`config.mk`:
```
export PLATFORM = sky130hd
export DESIGN_NAME = pc_sequencer
export DESIGN_NICKNAME = d
export VERILOG_FILES = /design/src/rtl/pc_sequencer.sv
export SDC_FILE = /design/constraint.sdc
export NUM_CORES = 1
export LEC_CHECK = 0
export BUFFER_PORTS_ARGS = -buffer_cell sky130_fd_sc_hd__buf_2
export CAP_MARGIN = 40
export CORE_UTILIZATION = 28
export CTS_CLUSTER_DIAMETER = 150
export DETAILED_ROUTE_END_ITERATION = 6
export PLACE_DENSITY = 0.87
export SETUP_SLACK_MARGIN = 0.1
export SLEW_MARGIN = 20
export SYNTH_ARGS = -nofsm -noshare
export SYNTH_HDL_FRONTEND = slang
export SYNTH_SLANG_ARGS = --single-unit
```
`constraint.sdc`:
```
create_clock -name clk -period 1.51 [get_ports clk]
set_input_delay 0 -clock clk [delete_from_list [all_inputs] [get_ports clk]]
set_output_delay 0 -clock clk [all_outputs]
set_load 0.02 [all_outputs]
```
`src/rtl/pc_sequencer.sv`:
```
// rtl/pc_sequencer.sv - fetch-control FSM driving program counter select/operand
// Optional interrupt entry enabled by macro PC_SEQ_IRQ_EN.
module pc_sequencer #(
`ifdef PC_SEQ_IRQ_EN
  parameter logic [31:0] IRQ_VECTOR   = 32'h0000_0010,
`endif
  parameter logic [31:0] FAULT_VECTOR = 32'h0000_0004,
  parameter int          IMEM_TIMEOUT = 16
) (
  input  logic        clk,
  input  logic        rst,
  input  logic [31:0] pc,
  input  logic        imem_ack,
  input  logic        stall,
  input  logic        br_valid,
  input  logic        br_rel,
  input  logic [31:0] br_target,
  input  logic        halt,
`ifdef PC_SEQ_IRQ_EN
  input  logic        irq,
  output logic        irq_ack,
  output logic [31:0] epc,
`endif
  output logic [1:0]  ps,
  output logic [31:0] pc_in,
  output logic        imem_req,
  output logic        instr_valid,
  output logic        halted,
  output logic        fault
);

  localparam int CW = (IMEM_TIMEOUT > 2) ? $clog2(IMEM_TIMEOUT) : 1;
  localparam logic [CW-1:0] CNT_LAST = CW'(IMEM_TIMEOUT - 1);

  typedef enum logic [2:0] {
    BOOT,
    FETCH,
    FAULT,
    ISSUE,
    HALTED
  } state_t;

  state_t        state, next_state;
  logic [CW-1:0] wait_cnt;
  logic          irq_take;

  always_ff @(posedge clk or posedge rst) begin
    if (rst) begin
      state    <= BOOT;
      wait_cnt <= '0;
    end else begin
      state <= next_state;
      // Held at zero outside FETCH so every FETCH entry starts counting from 0.
      if (state != FETCH)
        wait_cnt <= '0;
      else if (!imem_ack)
        wait_cnt <= wait_cnt + 1'b1;
    end
  end

`ifdef PC_SEQ_IRQ_EN
  always_ff @(posedge clk or posedge rst) begin
    if (rst)
      epc <= '0;
    else if (irq_take)
      epc <= (state == HALTED) ? pc : pc + 32'd1;
  end
`else
  logic unused_pc;
  assign unused_pc = ^pc;
`endif

  always_comb begin
    next_state  = state;
    ps          = 2'b00;
    pc_in       = '0;
    imem_req    = 1'b0;
    instr_valid = 1'b0;
    halted      = 1'b0;
    fault       = 1'b0;
    irq_take    = 1'b0;
    case (state)
      BOOT: next_state = FETCH;
      FETCH: begin
        imem_req = 1'b1;
        if (imem_ack)
          next_state = ISSUE;
        else if (wait_cnt == CNT_LAST)
          next_state = FAULT;
      end
      FAULT: begin
        fault      = 1'b1;
        ps         = 2'b10;
        pc_in      = FAULT_VECTOR;
        next_state = FETCH;
      end
      ISSUE: begin
        instr_valid = 1'b1;
        if (halt) begin
          next_state = HALTED;
        end else if (stall) begin
          next_state = ISSUE;
        end else if (br_valid) begin
          ps         = br_rel ? 2'b11 : 2'b10;
          pc_in      = br_target;
          next_state = FETCH;
`ifdef PC_SEQ_IRQ_EN
        end else if (irq) begin
          irq_take   = 1'b1;
          ps         = 2'b10;
          pc_in      = IRQ_VECTOR;
          next_state = FETCH;
`endif
        end else begin
          ps         = 2'b01;
          next_state = FETCH;
        end
      end
      HALTED: begin
        halted = 1'b1;
`ifdef PC_SEQ_IRQ_EN
        if (irq) begin
          halted     = 1'b0;
          irq_take   = 1'b1;
          ps         = 2'b10;
          pc_in      = IRQ_VECTOR;
          next_state = FETCH;
        end
`endif
      end
      default: next_state = BOOT;
    endcase
    // Outputs go quiet the moment rst rises, before the state register settles.
    if (rst) begin
      ps          = 2'b00;
      pc_in       = '0;
      imem_req    = 1'b0;
      instr_valid = 1'b0;
      halted      = 1'b0;
      fault       = 1'b0;
      irq_take    = 1'b0;
    end
  end

`ifdef PC_SEQ_IRQ_EN
  assign irq_ack = irq_take;
`endif

endmodule
```
# Word level (Yosys, flattened, before mapping)
# Cells that the tools add are included.
[word_totals]
word_cells = 41
register_bits = 7
inputBits = 71
[classes]
n_eq_ne = 8
add_sub_neg = 1
muxes = 26
reduce_logical = 3
bitwise_logic = 1
[ops]
columns = ["operator", "n"]
rows = [
  ["two-way mux 32 bit", 4],
  ["case mux 32 bit (2 select lines)", 1],
  ["case mux 3 bit (4 select lines)", 1],
  ["two-way mux 2 bit", 5],
  ["two-way mux 1 bit", 9],
  ["two-way mux 3 bit", 3],
  ["two-way mux 4 bit", 2],
  ["== test 3 x 2 -> 1 bit, second input constant", 2],
  ["adder 4 x 1 -> 4 bit, second input constant", 1],
  ["== test 4 bit, second input constant", 1],
  ["case mux 2 bit (2 select lines)", 1],
  ["== test 3 x 1 -> 1 bit, second input constant", 1],
  ["== test 3 bit, second input constant", 1],
  ["logical NOT 3 bit", 1],
  ["!= test 3 x 1 -> 1 bit, second input constant", 1],
  ["!= test 3 bit, second input constant", 1],
  ["!= test 2 x 1 -> 1 bit, second input constant", 1],
  ["AND reduction 2 bit", 1],
  ["OR reduction 2 bit", 1],
  ["NOT 1 bit", 1],
]

# Logic depth before layout (Yosys ltp)
# Gate-level depths: netlist of the first run.
[logic_depth]
word_depth = 6
ltp_mapped = 4

# Least setup slack after synthesis of the first run
# No wires, ideal clock.
[synth_timing]
path_type = "reg-to-output"
from = "register state[1]"
to = "output ps[1]"
t_required_ns = 1.510
slack_ns = 0.152
path_buffers = 0
stages_incl_launch_ff = 4
arrival_ns = 1.358
cell_sequence = "dfrtp_1 or3b_1 nor2_1 or2_1"
[synth_between]
elab_chain_len = 3
elab_cells_between_ends = 4
classes_between = "eq/ne (2); mux (2)"
[synth_lines]
columns = ["item", "line_no", "source"]
rows = [
  ["from (decl)", "43", "state_t state, next_state;"],
  ["from (signal assigned)", "52", "state <= next_state;"],
  ["== test 3 x 2 -> 1 bit", "82", "case (state)"],
  ["case mux 2 bit (2 select lines) *", "82", ""],
  ["two-way mux 2 bit *", "134", "if (rst) begin"],
  ["to (decl)", "24", "output logic [1:0] ps,"],
]
# Mark *: on every way between the ends. The rest lies on a longest branch, timed or not.

# Worst setup path in the final report of the first run
[layout_timing]
from = "register state[2]"
to = "output pc_in[29]"
[layout_between]
elab_chain_len = 3
elab_cells_between_ends = 4
classes_between = "eq/ne (2); mux (2)"
[layout_lines]
columns = ["item", "line_no", "source"]
rows = [
  ["== test 3 x 2 -> 1 bit", "82", ""],
  ["case mux 32 bit (2 select lines) *", "82", ""],
  ["two-way mux 32 bit *", "134", ""],
  ["to (decl)", "25", "output logic [31:0] pc_in,"],
]
# Marked as above.

==> impl_results.md, run 1 <==
- Core Box Area: 2212 sq um
- CTS tree: built
- PortBufs: 76
- Leak pwr: 0.7446 nW
- Outcome: complete, but fails checks
- RePlAce Congestion: 0.7433
- DR pass1 iterations: 4
- Pin count of the biggest net entering global routing: 9
- Failing checks: negative setup slack
- Peak Freq: 649.1 MHz
- Total CTS buffers: 3
- Chip Width: 50.67 um
- CP required: 1.51 ns
- Slowest-stage cell, CP: dfrtp_1
- Hold Path Class: input pin to flop
- DR DRC count: 0
- Mapped cell area: 663.1 sq um
- Critical-path cell list: and4bb_4 -> and3_4 -> and2_4 -> buf_6
- Syn avg cell area: 8.502 sq um
- Mapped Nets: 150
- # setup viols final: 31
- First-pass GRT wire length: 4.050 mm
- Max-slew violation count: 0
- GRT overflow: 0
- Overall Global Routing Usage: 21.25%
- Worst slew margin: 72.04%
- Max incr delay on CP: 0.40 ns
- Power Density: 714.0 nW/um^2
- Total power: 0.9908 mW
- Number of global-route vias before repair: 844
- Worst EP arrival: 1.54 ns
- Layout cells sized above 1: 75.16%
- Worst-Skew Late Latency: 0.25 ns
- Dpl ws: 0.1331 ns
- Max IR drop VDD: 631.4 uV
- Top Family by Delay on Critical Path: simple AND/OR/NAND/NOR gates
- Ys Warns: 0
- Clock root buffer: clkbuf_4
- Synth Register Bits: 7
- Longest Clk Path Bufs: 2
- Die area: 2567 sq um
- Area Overhead vs Synth: 109.2%
- H-tree depth: 1
- I/O Pins: 109
- Iteration-0 DRC count of the detailed router: 16
- DR WL/cell: 14.96 um
- Sequential share of the synthesized area: 26.42%
- # clock sinks: 7
- Critical path capture point type: primary output
- Syn Inst Count: 78
- Fin nets: 234
- Die H: 50.67 um
- HPWL after DPL: 1.565 mm
- CTS clock-pin slew for the worst setup and hold paths: 0.05 ns
- Placement Rows: 17
- Post-CTS Setup Bufs: 0
- Buf+Inv Stages, Crit Path: 1
- Initial Util: 29.98%
- # Max-Cap Violations: 0
- Unrepaired setup endpoints after global routing: true
- Worst clock skew: 0.003581 ns
- WL final: 2.828 mm
- Fin. Hold Viols: 0
- Final ANT Viol Nets: 0
- Crit Path Class: flop to primary output
- Via density: 4.714
- N_diodes: 0
- Setup TNS: -0.4103 ns
- Crit path time final: 1.540 ns
- Worst Max-Slew Pin Slew: 0.4178 ns
- Final Util: 62.73%
- Antenna violations before repair: 0
- Synth unique cells: 24
- Tcrit/Tclk final: 102.0%
- Startpoint types: flop
- Setup ws final: -0.03048 ns
- Routed vias: 891
- Final hold slack: 0.06684 ns
- Critical Path Fanout Max: 8
## per-layer routing
| layer | GRT usage [%] | part of all wire, % | up-vias |
|---|---|---|---|
| li1 | - | - | 426 |
| met1 | 22.81 | 37 | 407 |
| met2 | 38.22 | 52 | 48 |
| met3 | 4.242 | 8.4 | 10 |
| met4 | 12.04 | 2.5 | 0 |
| met5 | 0 | 0 | - |
## synthesized netlist by cell type, drive strengths merged
library cell | n | share of area (%)
dfrtp | 7 | 26
or2 | 2 | 1.9
a21o | 1 | 1.3
and4bb | 1 | 2.5
and3 | 2 | 2.8
xor2 | 2 | 2.6
inv | 1 | 0.57
nand2b | 3 | 2.8
nand3 | 2 | 1.5
xnor2 | 1 | 1.3
nor2b | 1 | 0.94
nand2 | 2 | 1.1
o21ai | 1 | 0.75
mux2i | 1 | 1.5
nand4b | 1 | 1.3
ha | 1 | 1.9
a21oi | 3 | 2.3
and2 | 31 | 33
buf | 3 | 5.1
nor2 | 10 | 5.7
or3b | 1 | 1.3
o31ai | 1 | 1.1
## stage by stage
stage                     instances  instance area [sq um]
after detailed placement        181                   1060
after global placement          181                   1060
after floorplan                  78                  663.1
after global routing            189                   1388
final                           189                   1388
after CTS                       189                   1374
## sequential cells by signal, summed over array words and instances, names as in the netlist
signal	flops
state	3
wait_cnt	4
## area by class of cell
type / instances / area [sq um]
fill: 168 / 824.5
tap: 28 / 35.03
timing repair buffer: 79 / 613.1
sequential: 7 / 175.2
inverter: 1 / 3.754
clock buffer: 4 / 26.28
multi-input combinational: 70 / 534.3
## what timing repair did
action / 4_1_cts / 5_1_grt
endpoints found under the setup margin: 33 / 36
pin swaps: 24 / 2
gates cloned: 3 / 0
endpoints found under the hold margin: 7 / 0
hold buffers: 1 / 0
resized for setup: 92 / 5
## worst reg2reg max path, delay by kind of cell, from the launching register on
family	cells	cell delay, ns
fa+ha+maj	1	0.18
simple gates	1	0.10
compound gates	2	0.31
flops	1	0.38
## final timing paths
path	slack, ns	start	endpoint	cells after the start
max	-0.03	state[2]	pc_in[29]	4
min	0.07	halt	state[2]	3
max reg2reg	0.43	wait_cnt[0]	state[0]	4
min reg2reg	0.48	state[2]	state[0]	1
max in group asynchronous	1.02	rst	state[2]	3
min in group asynchronous	0.27	rst	wait_cnt[1]	3
## placed cells by master (no fill, tap or decap), types with 2 or more instances in the layout
master | synthesis | final
xor2_1 | 2 | 2
nand2_1 | 2 | 2
buf_6 | 3 | 32
and2_2 | 21 | 6
nand3_1 | 2 | 2
buf_4 | 0 | 5
clkbuf_4 | 0 | 3
nand2b_1 | 3 | 3
a21oi_1 | 3 | 2
and2_4 | 0 | 25
nor2_1 | 10 | 10
buf_2 | 0 | 41
dfrtp_1 | 7 | 7
and3_4 | 1 | 4
## where the power goes
part	total [mW]	internal [mW]	leakage, nW	switching, mW
clock	0.172	0.101	0.0150	0.0706
sequential	0.281	0.242	0.0908	0.0388
combinational	0.539	0.265	0.639	0.274
## kinds of logic (layout without fill, tap and decap cells)
group / Yosys count / in the layout / share of synthesized area [%]
AND/OR/NAND/NOR: 56 / 59 / 55.10
flip-flops: 7 / 7 / 26.42
AO/OA/AOI/OAI: 6 / 6 / 5.471
buffers and inverters: 4 / 84 / 5.659
XOR/XNOR: 3 / 3 / 3.963
adder cells (fa/ha/maj): 1 / 1 / 1.886
multiplexers: 1 / 1 / 1.509
Note: power is estimated with default switching activity, not from simulation.
==> inputs of run 2 (changes only) <==
Settings changed: BUFFER_PORTS_ARGS -buffer_cell sky130_fd_sc_hd__buf_2 to -buffer_cell sky130_fd_sc_hd__clkbuf_2, CORE_ASPECT_RATIO set to 1.75.
==> run 2 against run 1 <==
Net effect: the run still ends with negative setup slack left; critical path depth unchanged; combinational power grew 35%; non-clock buffer count rose by 5; wire length rose by 15%; setup slack lost 0.027 ns; die area up 0.29%; fmax shrank 1.7%; clock-buffer cell count unchanged; register-to-register slack worse by 0.20 ns; sequential power rose by 2%; clock power increased by 58%; worst hold slack got worse by 0.010 ns; critical path type unchanged; critical endpoint is now pc_in[19]; largest cell class unchanged.
==> impl_results.md, run 2 (synthesis gave the netlist of run 1 again) <==
- Outcome: complete, but fails checks
- Failing checks: negative setup slack
- Die area: 2574 sq um (+0.29%)
- Largest regs: wait_cnt x4, state x3
- Initial Util: 29.17% (-0.81 points)
- Worst slew margin: 69.05% (-3.0 points)
- I/O Pins: 109 (unchanged)
- PortBufs: 76 (unchanged)
- # clock sinks: 7 (unchanged)
- N_diodes: 0 (unchanged)
- Worst Max-Slew Pin Slew: 0.4626 ns (+0.04476 ns)
- Pin count of the biggest net entering global routing: 9 (unchanged)
- Fin nets: 239 (+2.1%)
- Worst EP arrival: 1.57 ns (+0.03 ns)
- Levels on crit path: 4 (unchanged)
- Max IR drop VDD: 856.3 uV (+36%)
- Iteration-0 DRC count of the detailed router: 6 (-10)
- GRT overflow: 0 (unchanged)
- Clk pwr share: 21.2% (+3.9 points)
- CP required: 1.51 ns (about the same)
- Placement Rows: 23 (+6)
- Top Family by Delay on Critical Path: simple AND/OR/NAND/NOR gates
- Hold path cells: 3 (unchanged)
- Overall Global Routing Usage: 22.30% (+1.0 points)
- Max-slew violation count: 0 (unchanged)
- DR DRC count: 0 (unchanged)
- Worst r2r src: state[2]
- DR WL/cell: 17.07 um (+14%)
- # Max-Cap Violations: 0 (unchanged)
- DR pass1 iterations: 3 (-1)
- Pint: 0.8171 mW (+34%)
- FF/Latch Area: 175.2 sq um (unchanged)
- Fin. Hold Viols: 0 (unchanged)
- Commonest cells after routing, fill and taps aside: clkbuf_2, buf_8, and2_4
- # setup viols final: 33 (+6.5%)
- Core Box Area: 2273 sq um (+2.8%)
- Logic pwr share: 56.4% (+2.0 points)
- Crit Path Class: flop to primary output
- Hold Path Class: input pin to flop
- Routed vias: 956 (+7.3%)
- Max reg flops: 4 (unchanged)
- Critical Path Fanout Max: 8 (unchanged)
- Largest register by flop count: wait_cnt
- Worst-Skew Late Latency: 0.23 ns (-0.02 ns)
- Worst clock skew: 0.001283 ns (-0.002299 ns)
- Final ANT Viol Nets: 0 (unchanged)
- Multi-input gate area: 563.0 sq um (+5.4%)
- Power Density: 796.6 nW/um^2 (+12%)
- Leak pwr: 0.8296 nW (+11%)
- Worst Hold Launch: halt
- Setup TNS: -0.5859 ns (-0.1755 ns)
- Sw frac: 36.50% (-2.2 points)
- Die H: 66.38 um (+31%)
- Slowest-stage cell, CP: dfrtp_1
- Number of global-route vias before repair: 877 (+3.9%)
- WL final: 3.261 mm (+15%)
- CTS tree: built
- CP startpoint: state[2]
- Final Util: 71.05% (+8.3 points)
- Longest Clk Path Bufs: 2 (unchanged)
- Antenna violations before repair: 0 (unchanged)
- Unrepaired setup endpoints after global routing: true
- Tcrit/Tclk final: 103.8% (+1.8 points)
- Setup ws final: -0.05760 ns (-0.02712 ns)
- R2R depth: 5 (+1)
- Fillers: 155 (-7.7%)
- RePlAce Congestion: 0.7183 (-3.4%)
- First-pass GRT wire length: 3.905 mm (-3.6%)
- Most common cell after layout, fill and taps aside: clkbuf_2
- Crit path time final: 1.568 ns (+0.02712 ns)
- Max incr delay on CP: 0.41 ns (about the same)
- Via density: 5.005 (+6.2%)
- Area Overhead vs Synth: 143.6%
- Chip Width: 38.79 um (-23%)
- CTS clock-pin slew for the worst setup and hold paths: 0.04 ns (about the same)
- Seq pwr share: 22.4% (-5.9 points)
- Peak Freq: 637.9 MHz (-1.7%)
- Final Instance Count excl. Fillers: 191 (+1.1%)
- H-tree depth: 1 (unchanged)
- Total power: 1.287 mW (+30%)
- Switching component of the power: 0.4697 mW (+23%)
- Startpoint types: flop
- Placed cells: 178 (-1.7%)
- Critical path capture point type: primary output
- Layout cells sized above 1: 77.71% (+2.6 points)
- Total CTS buffers: 3 (unchanged)
- Critical-path cell list: and4bb_4 -> and3_4 -> and2_4 -> buf_8
- Clock root buffer: clkbuf_8
- Buf+Inv Stages, Crit Path: 1 (unchanged)
- HPWL after DPL: 1.568 mm (+0.17%)
-- run 2: final timing paths --
kind | to | slack, ns
min in group asynchronous | state[2] | 0.29
hold / removal | state[2] | 0.06
setup reg to reg | wait_cnt[2] | 0.23
max in group asynchronous | wait_cnt[2] | 1.01
setup / recovery | pc_in[19] | -0.06
hold reg to reg | state[0] | 0.49
-- run 2: per-stage QoR --
| step | area (sq um) | hold WS (ns) | setup WS, ns |
|---|---|---|---|
| after global placement | 1056 | -0.03191 | 0.1190 |
| after detailed placement | 1056 | -0.01950 | 0.09509 |
| after CTS | 1508 | 0.05706 | -0.05108 |
| final | 1615 | 0.05677 | -0.05760 |
| after global routing | 1615 | 0.1197 | -0.1037 |
| after floorplan | 663.1 | -0.1966 | 0.1515 |
-- run 2: area by class of cell --
cell class / count / share of cell area (%)
multi-input cells: 70 / 34.86
repair buffers: 84 / 49.34
well taps: 25 / 1.936
inverters: 1 / 0.2324
flip-flops and latches: 7 / 10.84
clock buffers: 4 / 2.789
-- run 2: worst min-delay path: cells and delay by family --
family                 cells  cell delay, ns
AOI/OAI and AO/OA          1            0.07
buffers and inverters      1            0.09
and+or+nand+nor            1            0.08
-- run 2: power groups by stage --
stage / sequential (mW) / combinational (mW) / clock, mW
3_3_place_gp: 0.287 / 0.429 / 0
3_5_place_dp: 0.289 / 0.443 / 0
4_1_cts: 0.285 / 0.628 / 0.278
2_1_floorplan: 0.295 / 0.262 / 0
6_report: 0.288 / 0.726 / 0.272
5_1_grt: 0.295 / 0.782 / 0.292
-- run 2: metal layers --
metal / GRT usage [%] / part of all wire (%)
met3: 7.744 / 10
met1: 17.92 / 29
met5: 0 / 0
met4: 12.93 / 6.2
met2: 41.88 / 55
-- run 2: what timing repair did --
item	in CTS	in global routing
pin swaps	15	32
resized for setup	79	63
hold buffers	1	0
setup buffers	3	2
endpoints found under the hold margin	7	0
setup endpoints to repair	33	36
cloned	3	0
==> inputs of run 3 (changes only) <==
Settings changed: PLACE_DENSITY 0.87 to 0.77.
==> run 3 against run 2 <==
Net effect: the flow still finishes with violations (negative setup slack); first-iteration DRC count grew to 3.0 times the previous value; utilization shrank 0.99 points; design area shrank 1.4%; global-route usage grew 1.9 points; clock power shrank 4%.
==> impl_results.md, run 3 (synthesis gave the netlist of run 1 again) <==
- Top Usage Layer GRT: met2
- Pin count of the biggest net entering global routing: 9 (unchanged)
- PortBufs: 76 (unchanged)
- Failing checks: negative setup slack
- Fillers: 157 (+1.3%)
- Startpoint types: flop
- Largest regs: wait_cnt x4, state x3
- Fin nets: 239 (unchanged)
- Core Box Area: 2273 sq um (unchanged)
- Routed vias: 946 (-1.0%)
- Via density: 4.953 (-1.0%)
- Layout cells sized above 1: 76.51% (-1.2 points)
- H-tree depth: 1 (unchanged)
- Max-slew violation count: 0 (unchanged)
- Most common cell after layout, fill and taps aside: clkbuf_2
- Critical path capture point type: primary output
- WL final: 3.269 mm (+0.25%)
- Commonest cells after routing, fill and taps aside: clkbuf_2, and2_4, buf_8
- Tcrit/Tclk final: 101.9% (-1.9 points)
- DR pass1 iterations: 4 (+1)
- Longest Clk Path Bufs: 2 (unchanged)
- # clock sinks: 7 (unchanged)
- Worst clock skew: 0.002260 ns (+0.0009780 ns)
- Seq pwr share: 23.3% (+0.9 points)
- Largest register by flop count: wait_cnt
- Placement Rows: 23 (unchanged)
- Fin. Hold Viols: 0 (unchanged)
- Crit Path Class: flop to primary output
- Outcome: complete, but fails checks
- N_diodes: 0 (unchanged)
- Setup ws final: -0.02901 ns (+0.02859 ns)
- Multi-input gate area: 553.0 sq um (-1.8%)
- Leak pwr: 0.8274 nW (-0.27%)
- Hold Path Class: input pin to flop
- Critical Path Fanout Max: 8 (unchanged)
- # Max-Cap Violations: 0 (unchanged)
- Area Overhead vs Synth: 140.2%
- Die area: 2574 sq um (unchanged)
- Met3 usage: 9.428% (+1.7 points)
- Number of global-route vias before repair: 951 (+8.4%)
- Worst EP arrival: 1.54 ns (-0.03 ns)
- Final hold slack: 0.09847 ns (+0.04170 ns)
- Chip Width: 38.79 um (unchanged)
- CTS clock-pin slew for the worst setup and hold paths: 0.04 ns (about the same)
- Iteration-0 DRC count of the detailed router: 18 (+12)
- Power Density: 791.1 nW/um^2 (-0.70%)
- Max reg flops: 4 (unchanged)
- Cell area after placement: 1056 sq um (unchanged)
- Unrepaired setup endpoints after global routing: true
- GRT overflow: 0 (unchanged)
- Pint: 0.8057 mW (-1.4%)
- Met2 global-route usage: 44.58% (+2.7 points)
- Total CTS buffers: 3 (unchanged)
- CTS tree: built
- Worst-Skew Late Latency: 0.23 ns (about the same)
- Worst slew margin: 68.56% (-0.49 points)
- Final ANT Viol Nets: 0 (unchanged)
- Initial Util: 29.17% (unchanged)
- DR DRC count: 0 (unchanged)
- Logic pwr share: 56.0% (-0.4 points)
- HPWL after DPL: 1.777 mm (+13%)
- Total power: 1.260 mW (-2.1%)
- Worst Max-Slew Pin Slew: 0.4699 ns (+0.007334 ns)
- Clk pwr share: 20.7% (-0.5 points)
- RePlAce Congestion: 0.7356 (+2.4%)
- DR WL/cell: 17.12 um (+0.25%)
- I/O Pins: 109 (unchanged)
- First-pass GRT wire length: 4.333 mm (+11%)
- Met1 Use GR: 22.87% (+5.0 points)
- Sw frac: 36.06% (-0.44 points)
- FF/Latch Area: 175.2 sq um (unchanged)
- Max IR drop VDD: 693.5 uV (-19%)
- Overall Global Routing Usage: 24.18% (+1.9 points)
- Cell area after layout: 1593 sq um (-1.4%)
- # setup viols final: 33 (unchanged)
- CP required: 1.51 ns (about the same)
- Antenna violations before repair: 0 (unchanged)
- Final Util: 70.06% (-0.99 points)
- Crit path time final: 1.539 ns (-0.02859 ns)
- Peak Freq: 649.8 MHz (+1.9%)
- Clock root buffer: clkbuf_8
- Switching component of the power: 0.4544 mW (-3.3%)
- Die H: 66.38 um (unchanged)
run 3: changes by cell type in the layout (fill, tap and decap cells not counted):
cell,previous run,this run
a21oi_1,2,3
a21oi_2,1,0
and3_2,0,1
and3_4,5,4
buf_4,8,5
buf_6,2,3
buf_8,33,31
clkbuf_2,39,42
clkbuf_8,4,5
nor2_1,8,9
nor2_2,1,0
run 3: what timing repair did:
action / in CTS / in global routing
endpoints found under the hold margin: 7 / 0
resized for setup: 85 / 52
pin swaps: 21 / 34
hold buffers: 1 / 0
cloned: 3 / 0
buffers inserted: 2 / 3
setup endpoints to repair: 32 / 34
run 3: metal layers:
metal  part of all wire, %  vias to the layer above  wire length, um
li1                      -                      435                -
met1                    37                      429             1208
met2                    49                       77             1610
met3                    13                        5              418
met4                  0.95                        0               31
met5                     0                        -                0
run 3: final timing paths:
kind	from	to	slack, ns	cells after the start
max in group asynchronous	rst	wait_cnt[1]	0.99	3
hold reg to reg	wait_cnt[3]	wait_cnt[3]	0.55	2
setup reg to reg	state[2]	wait_cnt[1]	0.13	6
min in group asynchronous	rst	state[2]	0.30	3
hold / removal	halt	state[2]	0.1	3
setup / recovery	state[2]	pc_in[30]	-0.03	4
run 3: through the flow:
step,setup slack [ns],cells,TNS [ns]
after floorplan,0.1515,78,0
after global placement,0.1189,178,0
after detailed placement,0.1024,178,0
after CTS,-0.02824,188,-0.4357
after global routing,-0.06748,191,-1.834
final,-0.02901,191,-0.3458
run 3: layout make-up:
cell class                 count  area share (%)
inverter                       1          0.2357
multi-input combinational     70           34.72
tap                           25           1.964
timing repair buffer          84           49.25
sequential                     7           11.00
clock buffer                   4           2.828
run 3: critical path, stage by stage, from the launching register on:
cell,delay (ns)
dfrtp_1,0.40
and4bb_4,0.37
and3_4,0.26
and2_4,0.18
buf_8,0.11
run 3: power groups by stage:
stage	Clock [mW]	Sequential, mW	Combinational, mW
2_1_floorplan	0	0.295	0.262
3_3_place_gp	0	0.288	0.425
3_5_place_dp	0	0.293	0.437
4_1_cts	0.266	0.288	0.537
5_1_grt	0.272	0.299	0.753
6_report	0.261	0.294	0.705
